**src/rtl/rpn_pkg.sv**
```systemverilog
// Shared constants for the RPN calculator: opcodes, FSM state encoding and
// error codes.
package rpn_pkg;

    localparam logic [1:0] OP_ADD = 2'b00;
    localparam logic [1:0] OP_SUB = 2'b01;
    localparam logic [1:0] OP_AND = 2'b10;
    localparam logic [1:0] OP_XOR = 2'b11;

    localparam logic [1:0] ERR_NONE  = 2'b00;
    localparam logic [1:0] ERR_UNDER = 2'b01;
    localparam logic [1:0] ERR_OVER  = 2'b10;

    typedef enum logic [2:0] {
        ST_IDLE   = 3'd0,
        ST_POP_B  = 3'd1,
        ST_POP_A  = 3'd2,
        ST_PUSH_R = 3'd3,
        ST_ERR    = 3'd4,
        ST_DRAIN  = 3'd5
    } state_t;

endpackage

```
**src/rtl/rpn_alu.sv**
```systemverilog
// Combinational arithmetic unit: y = a OP b, wrapping modulo 2^B.
module rpn_alu
    import rpn_pkg::*;
#(
    parameter int B = 8
) (
    input  logic [B-1:0] a,
    input  logic [B-1:0] b,
    input  logic [1:0]   op,
    output logic [B-1:0] y
);

    // Opcode decode; carry and borrow fall off the top bit.
    always_comb begin
        y = '0;
        case (op)
            OP_ADD:  y = a + b;
            OP_SUB:  y = a - b;
            OP_AND:  y = a & b;
            OP_XOR:  y = a ^ b;
            default: y = '0;
        endcase
    end

endmodule

```
**src/rtl/rpn_calc.sv**
```systemverilog
// RPN calculator sequencer: pushes operands, pops two values per operator,
// pushes the result back, and flags stack underflow/overflow.
module rpn_calc
    import rpn_pkg::*;
#(
    parameter int B = 8
) (
    input  logic         clk,
    input  logic         reset,
    input  logic         tok_valid,
    output logic         tok_ready,
    input  logic         tok_is_op,
    input  logic [B-1:0] tok_data,
    input  logic         clr,
    output logic         stk_push,
    output logic         stk_pop,
    output logic [B-1:0] stk_wdata,
    input  logic [B-1:0] stk_rdata,
    input  logic         stk_full,
    input  logic         stk_empty,
    output logic [B-1:0] result,
    output logic         result_valid,
    output logic         err,
    output logic [1:0]   err_code
);

    state_t       state_r;
    logic [1:0]   op_r;
    logic [B-1:0] a_r;
    logic [B-1:0] b_r;
    logic [B-1:0] result_r;
    logic         result_valid_r;
    logic         err_r;
    logic [1:0]   err_code_r;
    logic [B-1:0] alu_y_s;
    logic         accept_s;

    rpn_alu #(.B(B)) u_alu (
        .a  (a_r),
        .b  (b_r),
        .op (op_r),
        .y  (alu_y_s)
    );

    // Gating with reset keeps every strobe quiet while reset is held.
    assign tok_ready = (state_r == ST_IDLE) && !clr && !reset;
    assign accept_s  = tok_valid && tok_ready;

    // Stack strobe generation; push and pop are mutually exclusive per state.
    always_comb begin
        stk_push  = 1'b0;
        stk_pop   = 1'b0;
        stk_wdata = '0;
        if (reset) begin
            stk_push = 1'b0;
        end else begin
            case (state_r)
                ST_IDLE: begin
                    if (accept_s && !tok_is_op && !stk_full) begin
                        stk_push  = 1'b1;
                        stk_wdata = tok_data;
                    end else begin
                        stk_push = 1'b0;
                    end
                end
                ST_POP_B, ST_POP_A, ST_DRAIN: begin
                    stk_pop = !stk_empty;
                end
                ST_PUSH_R: begin
                    stk_push  = 1'b1;
                    stk_wdata = alu_y_s;
                end
                default: begin
                    stk_push = 1'b0;
                end
            endcase
        end
    end

    // Sequencer state, operand capture and registered status outputs.
    always_ff @(posedge clk) begin
        if (reset) begin
            state_r        <= ST_IDLE;
            op_r           <= 2'b00;
            a_r            <= '0;
            b_r            <= '0;
            result_r       <= '0;
            result_valid_r <= 1'b0;
            err_r          <= 1'b0;
            err_code_r     <= ERR_NONE;
        end else begin
            result_valid_r <= 1'b0;
            case (state_r)
                ST_IDLE: begin
                    if (clr) begin
                        state_r <= ST_DRAIN;
                    end else if (accept_s && tok_is_op) begin
                        op_r    <= tok_data[1:0];
                        state_r <= ST_POP_B;
                    end else if (accept_s && stk_full) begin
                        err_r      <= 1'b1;
                        err_code_r <= ERR_OVER;
                        state_r    <= ST_ERR;
                    end
                end
                ST_POP_B: begin
                    if (stk_empty) begin
                        err_r      <= 1'b1;
                        err_code_r <= ERR_UNDER;
                        state_r    <= ST_ERR;
                    end else begin
                        b_r     <= stk_rdata;
                        state_r <= ST_POP_A;
                    end
                end
                ST_POP_A: begin
                    if (stk_empty) begin
                        err_r      <= 1'b1;
                        err_code_r <= ERR_UNDER;
                        state_r    <= ST_ERR;
                    end else begin
                        a_r     <= stk_rdata;
                        state_r <= ST_PUSH_R;
                    end
                end
                ST_PUSH_R: begin
                    result_r       <= alu_y_s;
                    result_valid_r <= 1'b1;
                    state_r        <= ST_IDLE;
                end
                ST_ERR: begin
                    if (clr) begin
                        state_r <= ST_DRAIN;
                    end
                end
                ST_DRAIN: begin
                    if (stk_empty) begin
                        err_r      <= 1'b0;
                        err_code_r <= ERR_NONE;
                        state_r    <= ST_IDLE;
                    end
                end
                default: begin
                    state_r <= ST_IDLE;
                end
            endcase
        end
    end

    assign result       = result_r;
    assign result_valid = result_valid_r;
    assign err          = err_r;
    assign err_code     = err_code_r;

endmodule

```
**config.mk**
```make
export PLATFORM = sky130hd
export DESIGN_NAME = rpn_calc
export DESIGN_NICKNAME = d
export VERILOG_FILES = /design/src/rtl/rpn_pkg.sv /design/src/rtl/rpn_alu.sv /design/src/rtl/rpn_calc.sv
export SDC_FILE = /design/constraint.sdc
export NUM_CORES = 1
export LEC_CHECK = 0
export ABC_AREA = 1
export CORE_MARGIN = 2
export CORE_UTILIZATION = 46
export DETAILED_ROUTE_END_ITERATION = 8
export PLACE_DENSITY = 0.76
export SLEW_MARGIN = 25
export SYNTH_ARGS = -nofsm -noshare
export SYNTH_HDL_FRONTEND = slang
export SYNTH_SLANG_ARGS = --single-unit
```
**constraint.sdc**
```tcl
create_clock -name clk -period 2.5 [get_ports clk]
set_input_delay 0.5 -clock clk [delete_from_list [all_inputs] [get_ports clk]]
set_output_delay 0.5 -clock clk [all_outputs]
set_load 0.03 [all_outputs]
```
### After elaboration in Yosys (flattened, before gate mapping)

Index checks and enable logic that the tools add are counted.

| word-level totals | value |
|---|---|
| register bits after elaboration | 33 |
| input bits | 23 |
| word-level logic and storage cells | 81 |

| operators by class | value |
|---|---|
| add/sub/neg operators | 2 |
| eq/ne operators | 15 |
| muxes and demuxes | 30 |
| bitwise operators | 4 |
| reduce and logical (&&, ||, !) cells | 22 |

Operators by type and width:

| cell | count |
|---|---|
| case mux 8 bit (4 select lines) | 1 |
| two-way mux 3 bit | 7 |
| two-way mux 8 bit | 2 |
| case mux 8 bit (2 select lines) | 1 |
| case mux 3 bit (5 select lines) | 1 |
| two-way mux 1 bit | 10 |
| two-way mux 2 bit | 5 |
| adder 8 bit | 1 |
| bitwise AND 8 bit | 1 |
| inequality test 2 bit, second input constant | 4 |
| subtractor 8 bit | 1 |
| bitwise XOR 8 bit | 1 |
| logical AND 1 bit | 7 |
| equality test 3 x 2 -> 1 bit, second input constant | 2 |
| equality test 3 bit, second input constant | 2 |
| case mux 2 bit (3 select lines) | 1 |
| AND reduction 3 bit | 2 |
| AND reduction 6 bit | 1 |
| logical NOT 1 bit | 5 |
| equality test 2 bit, second input constant | 2 |
| inequality test 2 x 1 -> 1 bit, second input constant | 2 |
| inequality test 4 x 2 -> 1 bit, second input constant | 1 |
| AND reduction 2 bit | 2 |
| equality test 3 x 1 -> 1 bit, second input constant | 1 |
| other kinds (9) | 10 |

### Depth between registers and ports, before layout

Gate-level depths: netlist of run 1.

| depth | value |
|---|---|
| depth in word-level cells | 9 |
| gate-level depth with buffers | 18 |

### By module

From an unflattened synthesis of run 1, not the netlist that was laid out.

| second synthesis, totals | value |
|---|---|
| cell total of the unflattened synthesis | 329 |
| area, all modules | 2210.9 sq um |

Modules (own cells, without submodules):

| module | instances | cells each | area an instance (sq um) |
|---|---|---|---|
| rpn_calc | 1 | 199 | 1448.9 |
| rpn_alu | 1 | 130 | 762.0 |

### Worst setup path after synthesis of run 1

Ideal clock, no wire load.

| timing | value |
|---|---|
| kind | reg-to-output |
| start point | register b_r[0] |
| end point | output port stk_wdata[6] |
| arrival time | 2358 ps |
| data required time | 2000 ps |
| setup slack | -358 ps |
| cell stages (with the launch flop) | 15 |
| cell sequence | dfxtp_1 -> inv_1 -> ha_1 -> inv_1 -> nor3_1 -> a21oi_1 -> xnor2_1 -> ha_1 -> nand2_1 -> or2_2 -> nand4_1 -> nand3_1 -> nand2_1 -> nand2_1 -> a21oi_1 |

| between the ends | value |
|---|---|
| word-level cells in the longest chain between the ends | 4 |
| elaborated cells between the ends (all ways) | 5 |

RTL lines:

| element | RTL line | RTL |
|---|---|---|
| from (decl) | rpn_calc.sv:30 | `logic [B-1:0] b_r;` |
| from (signal assigned) | rpn_calc.sv:112 | `b_r <= stk_rdata;` |
| subtractor 8 bit / adder 8 bit (equally long branches) | rpn_alu.sv:18, rpn_alu.sv:17 |  |
| case mux 8 bit (4 select lines) * | rpn_alu.sv:16 | `case (op)` |
| case mux 8 bit (2 select lines) * | rpn_calc.sv:57 | `case (state_r)` |
| two-way mux 8 bit * | rpn_calc.sv:54 | `if (reset) begin` |
| to (decl) | rpn_calc.sv:17 | `output logic [B-1:0] stk_wdata,` |

Mark *: on every way between the ends. The rest lies on a longest branch, timed or not.

### Final worst setup path of run 1

| timing | value |
|---|---|
| start point | register b_r[1] |
| end point | output port stk_wdata[7] |

The elaborated chain is that of the path after synthesis.

==> run summary, run 1 <==
STA puts the critical path data required time at 2.00 ns. The area of the mapped netlist is 2130 sq um, and the count of cells along the worst register-to-register path is 18. The number of cells after detailed placement was 430. The count of routing violations after the opening detailed-route iteration is 112, and the post-synthesis sequential element count is 33.

Setup repair after global routing could not meet its margin everywhere. For this run, design rule violations remaining after detail routing come to 0. The logs give -0.193 ns for the worst setup slack before clock tree synthesis and 312 for the number of instances in the synthesized netlist. The distinct cell type count after synthesis came out at 32.

In this run the tool buffered the top-level ports with 45 buffer cells. The tools report the die area as 5190 sq um. The hold path endpoint is err_code[0]$_SDFFE_PP0P_.

Across the run, the number of max-cap violations was 0. Clock-pin slew was measured on the worst setup and hold paths at 0.07 ns. The tools report the internal power as 0.00168 W. XOR/XNOR share of the synthesized area: 0.0329.

For the pin with the worst max-slew slack, the measured transition is 0.328 ns. The via density per instance is 5.09, and the area used by sequential logic in the layout is 664 sq um. The placed instances occupy a cell area of 2890 sq um. The sequential share of power was 0.228; the count of cells along the worst hold path was 2. The first-pass GRT wire length came out at 10200 microns. The Yosys step of the flow raised 0 warnings.

The simple-gate portion of the synthesized area is 0.290, and the die span in x is 72.0 microns. For the clock group share of total power, the log shows 0.182. The total routing usage reported by global routing was 0.250; the worst-skew pair later-pin latency was 0.29 ns. At the end of the flow, the number of nets in the layout was 431.

Residual overflow from global routing: 0. The critical path's slowest cell is sky130_fd_sc_hd__dfxtp_2. The run gives 4390 microns as the detailed-placement wirelength estimate. Each instance of the synthesized netlist takes up on average 6.82 sq um. The checks that failed: negative setup slack.

The portion of netlist area occupied by mux cells is 0. With fillers left out, the area of the finished cells amounts to 3140 sq um. Dividing total power by cell area gives a power density of 919 nW/um^2. The die height works out to 72.0 microns. The tools report the origin of the critical flop-to-flop path as b_r[1]$_SDFFE_PP0P_.

The total count of hold-check failures in the final report was 0; the top-level port count was 46. The via count of the first global-routing pass came out at 2232. Endpoint of the worst register-to-register path: result[7]$_SDFFE_PP0P_.

The proportion of total power due to net switching is 0.418. The number of antenna violations at the first check in global routing came out at 0. Entering global routing, the biggest net connects 24 pins. The critical path class is register to output pin.

Cell type with the highest occurrence count on the critical path: sky130_fd_sc_hd__nand2_1. The tools report the kind of capture point of the worst setup path as an output pin. The logs give 0.869 for the global placement routability congestion and 0.590 for the combinational cell fraction of total power. The first detailed-routing pass ran for 4 iterations.

The logs give 352 for the net count after synthesis and 2261 for the routed via count. The clock buffer count from CTS is 5, and the fraction of registers with async set or reset after synthesis is 0. Based on the critical path, the design can be clocked at up to 0.326 GHz. The largest vdd supply drop came out at 646 uV. 0 antenna diodes ended up in the layout.

The origin of the worst min-delay path was err_code[0]$_SDFFE_PP0P_. Worst-case clock buffer depth: 2. Class of the tightest hold or removal check: register to register. Largest family of logic cells by synthesized area: simple AND/OR/NAND/NOR gates. The post-synthesis share of cell area spent on full adders, half adders and majority gates works out to 0.103. The headroom to the max-slew limit is 0.780.

The final layout contains routed wiring with a total length of 5950 microns. The run finished, with violations left. In this run the worst path has a maximum fanout of 3. Yosys mapped a number of flops with a built-in enable equal to 0.

Family with the most delay on the worst path: simple AND/OR/NAND/NOR gates. The run gives 0.482 as the initial cell density of the core. The most used flip-flop cell after synthesis is sky130_fd_sc_hd__dfxtp_1.

For flop-to-flop paths, the worst setup slack is 0.24 ns. Setup violations remaining at the end of the flow were counted as 7. The H-tree depth reported by CTS is 2, and the number of core rows is 24. The tools report the power spent charging and discharging nets as 0.00121 W. The multi-input combinational cells in the finished layout cover a total of 1450 sq um. The fraction of the yosys area taken by sequential cells is 0.310.

The share of post-route cells with drive strength above 1 was 0.281. The final cell count without fillers was 444; the post-layout minimum cycle time was 3.07 ns. In this design, the stage delay of the slowest critical-path cell is 0.33 ns. The run gives -0.569 ns as the final critical-path setup slack.

The detail route stage leaves a number of antenna-violating nets equal to 0. The post-synthesis to final-layout area growth was 47.7%. The compound-gate portion of the synthesized area is 0.189, and the worst-case hold slack is 0.462 ns. TritonCTS built the clock tree.

The final worst-path cycle share works out to 1.23. Static power due to leakage: 1.42 nW. The total number of clock tree sinks came out at 33. The core region is 4410 sq um.

Together, buffers and inverters on the worst path number 4. In the final routed layout, each cell accounts on average for 13.4 microns. STA puts the critical path data arrival time at 2.57 ns.

The run gives 0 as the final number of max-transition violations. The critical path goes through inv_2, ha_4, inv_2, nor3_4, nand2_1, nand2_2, xor2_1, ha_1, nand2_1, inv_1, nand2_1, nand2_1, a21oi_1, nand3_1, nand3_1, nand2_1, nand2_2, a21oi_4, buf_6. The type of origin of the critical path was a register. The filler cell count in the final layout was 338; the final setup skew was 0.00624 ns. The final design utilization came out at 0.712. The clock root buffer was sky130_fd_sc_hd__clkbuf_8.
[metrics by stage]
step | total power [W] | setup TNS (ns)
after global routing | 0.00315 | -3.85
after CTS | 0.00284 | -2.52
after floorplan | 0.00173 | -0.0211
after global placement | 0.00213 | -0.591
after detailed placement | 0.00217 | -0.814
final | 0.00289 | -2.93
[what timing repair did]
item | CTS | global route
setup buffers | 5 | 1
endpoints found under the setup margin | 7 | 7
pin swaps | 16 | 6
hold buffers | 0 | 0
gates resized for setup | 24 | 3
gates cloned | 0 | 0
[metal layers]
layer | track usage | part of all wire | vias to the layer above
met5 | 0 | 0 | -
met2 | 0.440 | 0.50 | 51
met4 | 0.0713 | 0.011 | 0
met1 | 0.309 | 0.44 | 1024
li1 | - | - | 1180
met3 | 0.0500 | 0.044 | 6
[flip-flops by register name (all words and copies together) (netlist names)]
signal and cells:
err_code 2, op_r 2, a_r 8, err 1, result 8, result_valid 1, state_r 3, b_r 8
[Yosys cell counts, types with 2 or more instances]
cell / number / share of area
sky130_fd_sc_hd__inv_2: 6 / 0.011
sky130_fd_sc_hd__xnor2_1: 5 / 0.021
sky130_fd_sc_hd__nand4_1: 2 / 0.0059
sky130_fd_sc_hd__o21ai_1: 4 / 0.0094
sky130_fd_sc_hd__dfxtp_1: 33 / 0.31
sky130_fd_sc_hd__nand3_2: 2 / 0.0094
sky130_fd_sc_hd__or2_2: 3 / 0.0088
sky130_fd_sc_hd__nor2_1: 47 / 0.083
sky130_fd_sc_hd__inv_1: 28 / 0.049
sky130_fd_sc_hd__nand2_2: 4 / 0.012
sky130_fd_sc_hd__xor2_1: 3 / 0.012
sky130_fd_sc_hd__nand3_1: 13 / 0.031
sky130_fd_sc_hd__a21oi_1: 35 / 0.082
sky130_fd_sc_hd__nor3_1: 2 / 0.0047
sky130_fd_sc_hd__a22o_1: 2 / 0.0082
sky130_fd_sc_hd__o21ai_0: 23 / 0.054
sky130_fd_sc_hd__ha_1: 16 / 0.094
sky130_fd_sc_hd__nand2_1: 60 / 0.11
sky130_fd_sc_hd__buf_2: 3 / 0.0071
sky130_fd_sc_hd__o211ai_1: 2 / 0.0071
sky130_fd_sc_hd__nor3_4: 2 / 0.015
sky130_fd_sc_hd__clkbuf_1: 3 / 0.0053
sky130_fd_sc_hd__nor2_2: 5 / 0.015
[final cells by class]
class / instances / area share
Sequential cell: 33 / 0.211
Multi-Input combinational cell: 238 / 0.463
Clock inverter: 1 / 0.00955
Timing Repair Buffer: 79 / 0.227
Inverter: 34 / 0.0414
Clock buffer: 7 / 0.0275
Tap cell: 52 / 0.0207
[power by group through the flow]
stage | clock, W | sequential (W) | combinational (W)
finish | 0.000526 | 0.000658 | 0.00170
CTS | 0.000534 | 0.000657 | 0.00165
global placement | 0 | 0.000663 | 0.00147
detailed placement | 0 | 0.000665 | 0.00150
global route | 0.000557 | 0.000667 | 0.00192
floorplan | 0 | 0.000694 | 0.00104
[placed cells by master (no fill, tap or decap), types with 6 or more instances in the layout]
cell,instances
sky130_fd_sc_hd__a21oi_2,11
sky130_fd_sc_hd__dfxtp_1,30
sky130_fd_sc_hd__buf_6,6
sky130_fd_sc_hd__nand2_2,10
sky130_fd_sc_hd__a21oi_1,22
sky130_fd_sc_hd__nor2_1,47
sky130_fd_sc_hd__nand3_1,12
sky130_fd_sc_hd__inv_2,9
sky130_fd_sc_hd__buf_4,38
sky130_fd_sc_hd__ha_1,14
sky130_fd_sc_hd__clkdlybuf4s50_1,34
sky130_fd_sc_hd__clkbuf_8,6
sky130_fd_sc_hd__nand2_1,54
sky130_fd_sc_hd__o21ai_0,20
sky130_fd_sc_hd__inv_1,24
[kinds of logic after synthesis]
logic type	after synthesis
compound gates	73
buf+inv	41
simple gates	140
fa+ha+maj	17
xor+xnor	8
flops	33
[worst max-delay path by stage]
stage | endpoint | slack (ns) | cells past startpoint | startpoint
floorplan | stk_wdata[6] | -0.02 | 14 | b_r[1]$_SDFFE_PP0P_
global placement | stk_wdata[3] | -0.16 | 13 | b_r[1]$_SDFFE_PP0P_
detailed placement | stk_wdata[6] | -0.19 | 15 | b_r[1]$_SDFFE_PP0P_
CTS | stk_wdata[7] | -0.50 | 19 | b_r[1]$_SDFFE_PP0P_
global route | stk_wdata[7] | -0.72 | 17 | b_r[1]$_SDFFE_PP0P_
finish | stk_wdata[7] | -0.57 | 19 | b_r[1]$_SDFFE_PP0P_
[worst min-delay path, delay by kind of cell, from the launching register on]
family	cells	cell delay, ns
and+or+nand+nor	1	0.06
DFF	1	0.31
AOI/OAI and AO/OA	1	0.05
No activity file was read; power rests on OpenSTA's default activity.
==> run 2, diff against run 1 <==
--- a/config.mk
+++ b/config.mk
@@ -7,9 +7,10 @@
 export LEC_CHECK = 0
 export ABC_AREA = 1
 export CORE_MARGIN = 2
-export CORE_UTILIZATION = 46
+export CORE_UTILIZATION = 50
+export CTS_CLUSTER_DIAMETER = 200
 export DETAILED_ROUTE_END_ITERATION = 8
-export PLACE_DENSITY = 0.76
+export PLACE_DENSITY = 0.79
 export SLEW_MARGIN = 25
 export SYNTH_ARGS = -nofsm -noshare
 export SYNTH_HDL_FRONTEND = slang
==> constraint.sdc (replaced) <==
create_clock -name clk -period 3.97 [get_ports clk]
set_input_delay 0.794 -clock clk [delete_from_list [all_inputs] [get_ports clk]]
set_output_delay 0.794 -clock clk [all_outputs]
set_load 0.03 [all_outputs]
==> run 2 against run 1 <==
  * The run now ends clean
  * Combinational power fell by 50%
  * First-iteration DRC count grew 3.6%
  * Critical path depth down 4
  * Via count is 5.0% lower
  * Sequential power fell by 37%
  * Highest routed layer unchanged
==> run summary, run 2 (same netlist as run 1, synthesis figures left out) <==
The flow ran to the end, and the final reports show no timing, DRC or antenna violations. Critical path's slowest cell: sky130_fd_sc_hd__ha_1. The via density per instance works out to 5.24 (+2.9%). The average wire per standard cell was 12.5 microns (-6.6%). The tree is rooted in a sky130_fd_sc_hd__clkbuf_8. The most frequent standard cell in the layout excluding fill and tap cells was sky130_fd_sc_hd__nand2_1. The top-level port count was 46 (unchanged); the setup-violating endpoint count in the final report was 0 (-7). The kind of capture point of the worst setup path was an output pin.

The power density over the cells came out at 586 nW/um^2 (-36%). The kind of cell with the highest combined delay along the critical path is simple AND/OR/NAND/NOR gates. The delay contributed by the slowest stage of the critical path is 0.35 ns (+0.02 ns). The critical path in this run is classified as register to output pin. The tools report the headroom to the max-slew limit as 0.696 (-0.0845). The number of core rows was 23 (-4.2%); the area of the core region was 4060 sq um (-8.1%). The final layout net count is 399 (-7.4%).

The initial cell density of the core is 0.525 (+0.0424), and the post-layout minimum cycle time is 3.46 ns. Final cell count without fillers: 410 (-7.7%). The required arrival time at the worst endpoint was 3.18 ns (+1.18 ns). The number of buffer and inverter stages on the critical path was 3 (-1). The worst-skew pair later-pin latency is 0.29 ns (about the same). The final wirelength was 5130 microns (-14%); the total count of hold-check failures in the final report was 0 (unchanged). The run gives 0 (unchanged) as the count of max-cap constraint violations. The number of cells after detailed placement came out at 402 (-6.5%). The logs give 0 (unchanged) for the residual overflow from global routing and 2600 sq um (-9.8%) for the placement-stage cell area. The die span in x was 69.2 microns (-3.9%). Pin slew with the least headroom to its limit: 0.455 ns (+0.127 ns). STA classifies the critical path startpoint as a register. Final design instance area without fill: 2720 sq um (-13%).

The largest vdd supply drop was 401 uV (-38%); the register-to-register path setup slack was 1.67 ns (+1.43 ns). The tools report the count of instances resized after the clock tree is built as 0 (-100%). The detailed-placement wirelength estimate is 3970 microns (-9.6%). The run gives 1.24 nW (-13%) as the static power due to leakage. TritonCTS built the clock tree. Share of post-route cells with drive strength above 1: 0.119 (-0.161). Traced cell by cell, the critical path runs through inv_1, ha_1, inv_1, nor3_1, a21oi_1, xnor2_1, ha_1, nand2_1, or2_2, nand4_1, nand3_1, nand2_1, nand2_1, a21oi_1, buf_4. The total number of clock tree sinks was 33 (unchanged). The total routing usage reported by global routing is 0.226 (-0.0240).

The routed via count was 2149 (-5.0%). The post-route antenna net violation count is 0 (unchanged), and the final setup skew is 0.00959 ns (+0.00335 ns). The worst-case clock buffer depth is 2 (unchanged), and the global placement routability congestion is 0.917 (+5.6%). The logs give 9000 microns (-11%) for the first-pass GRT wire length and 21 (-13%) for the pin count of the biggest net entering global routing. The library cells used most frequently in the layout, excluding fill and tap cells, are sky130_fd_sc_hd__nand2_1, sky130_fd_sc_hd__nor2_1, sky130_fd_sc_hd__clkdlybuf4s50_1.

The logs give 116 (+3.6%) for the count of routing violations after the opening detailed-route iteration and 0.670 (-0.0417) for the final design utilization. The die area is 4790 sq um (-7.6%), and the clock buffer count from CTS is 5 (unchanged). The H-tree depth reported by CTS was 2 (unchanged); the highest achievable clock rate was 0.289 GHz. The cell type with the highest occurrence count on the critical path was sky130_fd_sc_hd__nand2_1. In this run the worst hold path is classified as register to register. The via count of the first global-routing pass is 2007 (-10%). Relative to the synthesized area, the layout overhead comes to 27.8%. The clock-pin slew on the worst setup and hold paths came out at 0.08 ns (about the same). The die height was 69.2 microns (-3.9%); the filler cell count in the final layout was 369 (+9.2%). The number of DRC violations after detailed routing was 0 (unchanged).

The count of TritonRoute iterations in the first routing pass is 4 (unchanged). Setup TNS after final layout: 0 ns (+2.93 ns). The run gives 0 (unchanged) as the number of antenna violations at the first check in global routing. The antenna diode instance count came out at 0 (unchanged). The final number of max-transition violations came out at 0 (unchanged). Setup repair after global routing left no endpoint under its margin. Number of buffers added on ports: 45 (unchanged).

Critical-path maximum fanout: 4 (+1). Number of buffers inserted by post-CTS setup repair: 0 (-5). The final worst-path cycle share came out at 0.872. The hold buffer count at cts is 0 (unchanged). For the data arrival time at the worst-slack endpoint, the log shows 2.67 ns (+0.10 ns).
## run 2: metrics by stage
step | hold WS [ns] | setup WS (ns) | power (W)
floorplan | 0.454 | 0.818 | 0.00107
global placement | 0.452 | 0.735 | 0.00124
detailed placement | 0.454 | 0.726 | 0.00126
CTS | 0.465 | 0.508 | 0.00160
global route | 0.481 | 0.150 | 0.00175
finish | 0.463 | 0.509 | 0.00159
## run 2: final cells by class
cell class                      instances  area [sq um]  area share
Multi-Input combinational cell        238          1310       0.482
Sequential cell                        33           661       0.243
Timing Repair Buffer                   47           443       0.163
Inverter                               34           128      0.0469
Clock buffer                            7          86.3      0.0317
Tap cell                               50          62.6      0.0230
Clock inverter                          1          30.0      0.0110
## run 2: final timing paths
path | startpoint | to | depth (start not counted)
setup / recovery | b_r[0]$_SDFFE_PP0P_ | stk_wdata[6] | 15
hold / removal | result[5]$_SDFFE_PP0P_ | result[5]$_SDFFE_PP0P_ | 2
setup reg to reg | b_r[0]$_SDFFE_PP0P_ | result[6]$_SDFFE_PP0P_ | 15
hold reg to reg | result[5]$_SDFFE_PP0P_ | result[5]$_SDFFE_PP0P_ | 2
## run 2: power by group
group	leakage [nW]	internal, W	switching [W]	total (W)
sequential	0.267	0.000373	0.0000426	0.000416
combinational	0.917	0.000336	0.000511	0.000847
clock	0.0585	0.000205	0.000127	0.000332
## run 2: layer usage
layer,wire length [microns],share of wire,vias up,track usage
li1,-,-,1122,-
met1,2360,0.46,980,0.297
met2,2460,0.48,42,0.368
met3,252,0.049,5,0.0538
met4,55,0.011,0,0.0675
met5,0,0,-,0
## run 2: worst register-to-register path: cells and delay by family (launching register included)
family,cells,cell delay (ns)
and+or+nand+nor,8,0.92
adders and majority gates,2,0.51
AOI/OAI and AO/OA,2,0.14
DFF,1,0.33
xor gates and xnor gates,1,0.14
buffers and inverters,2,0.16
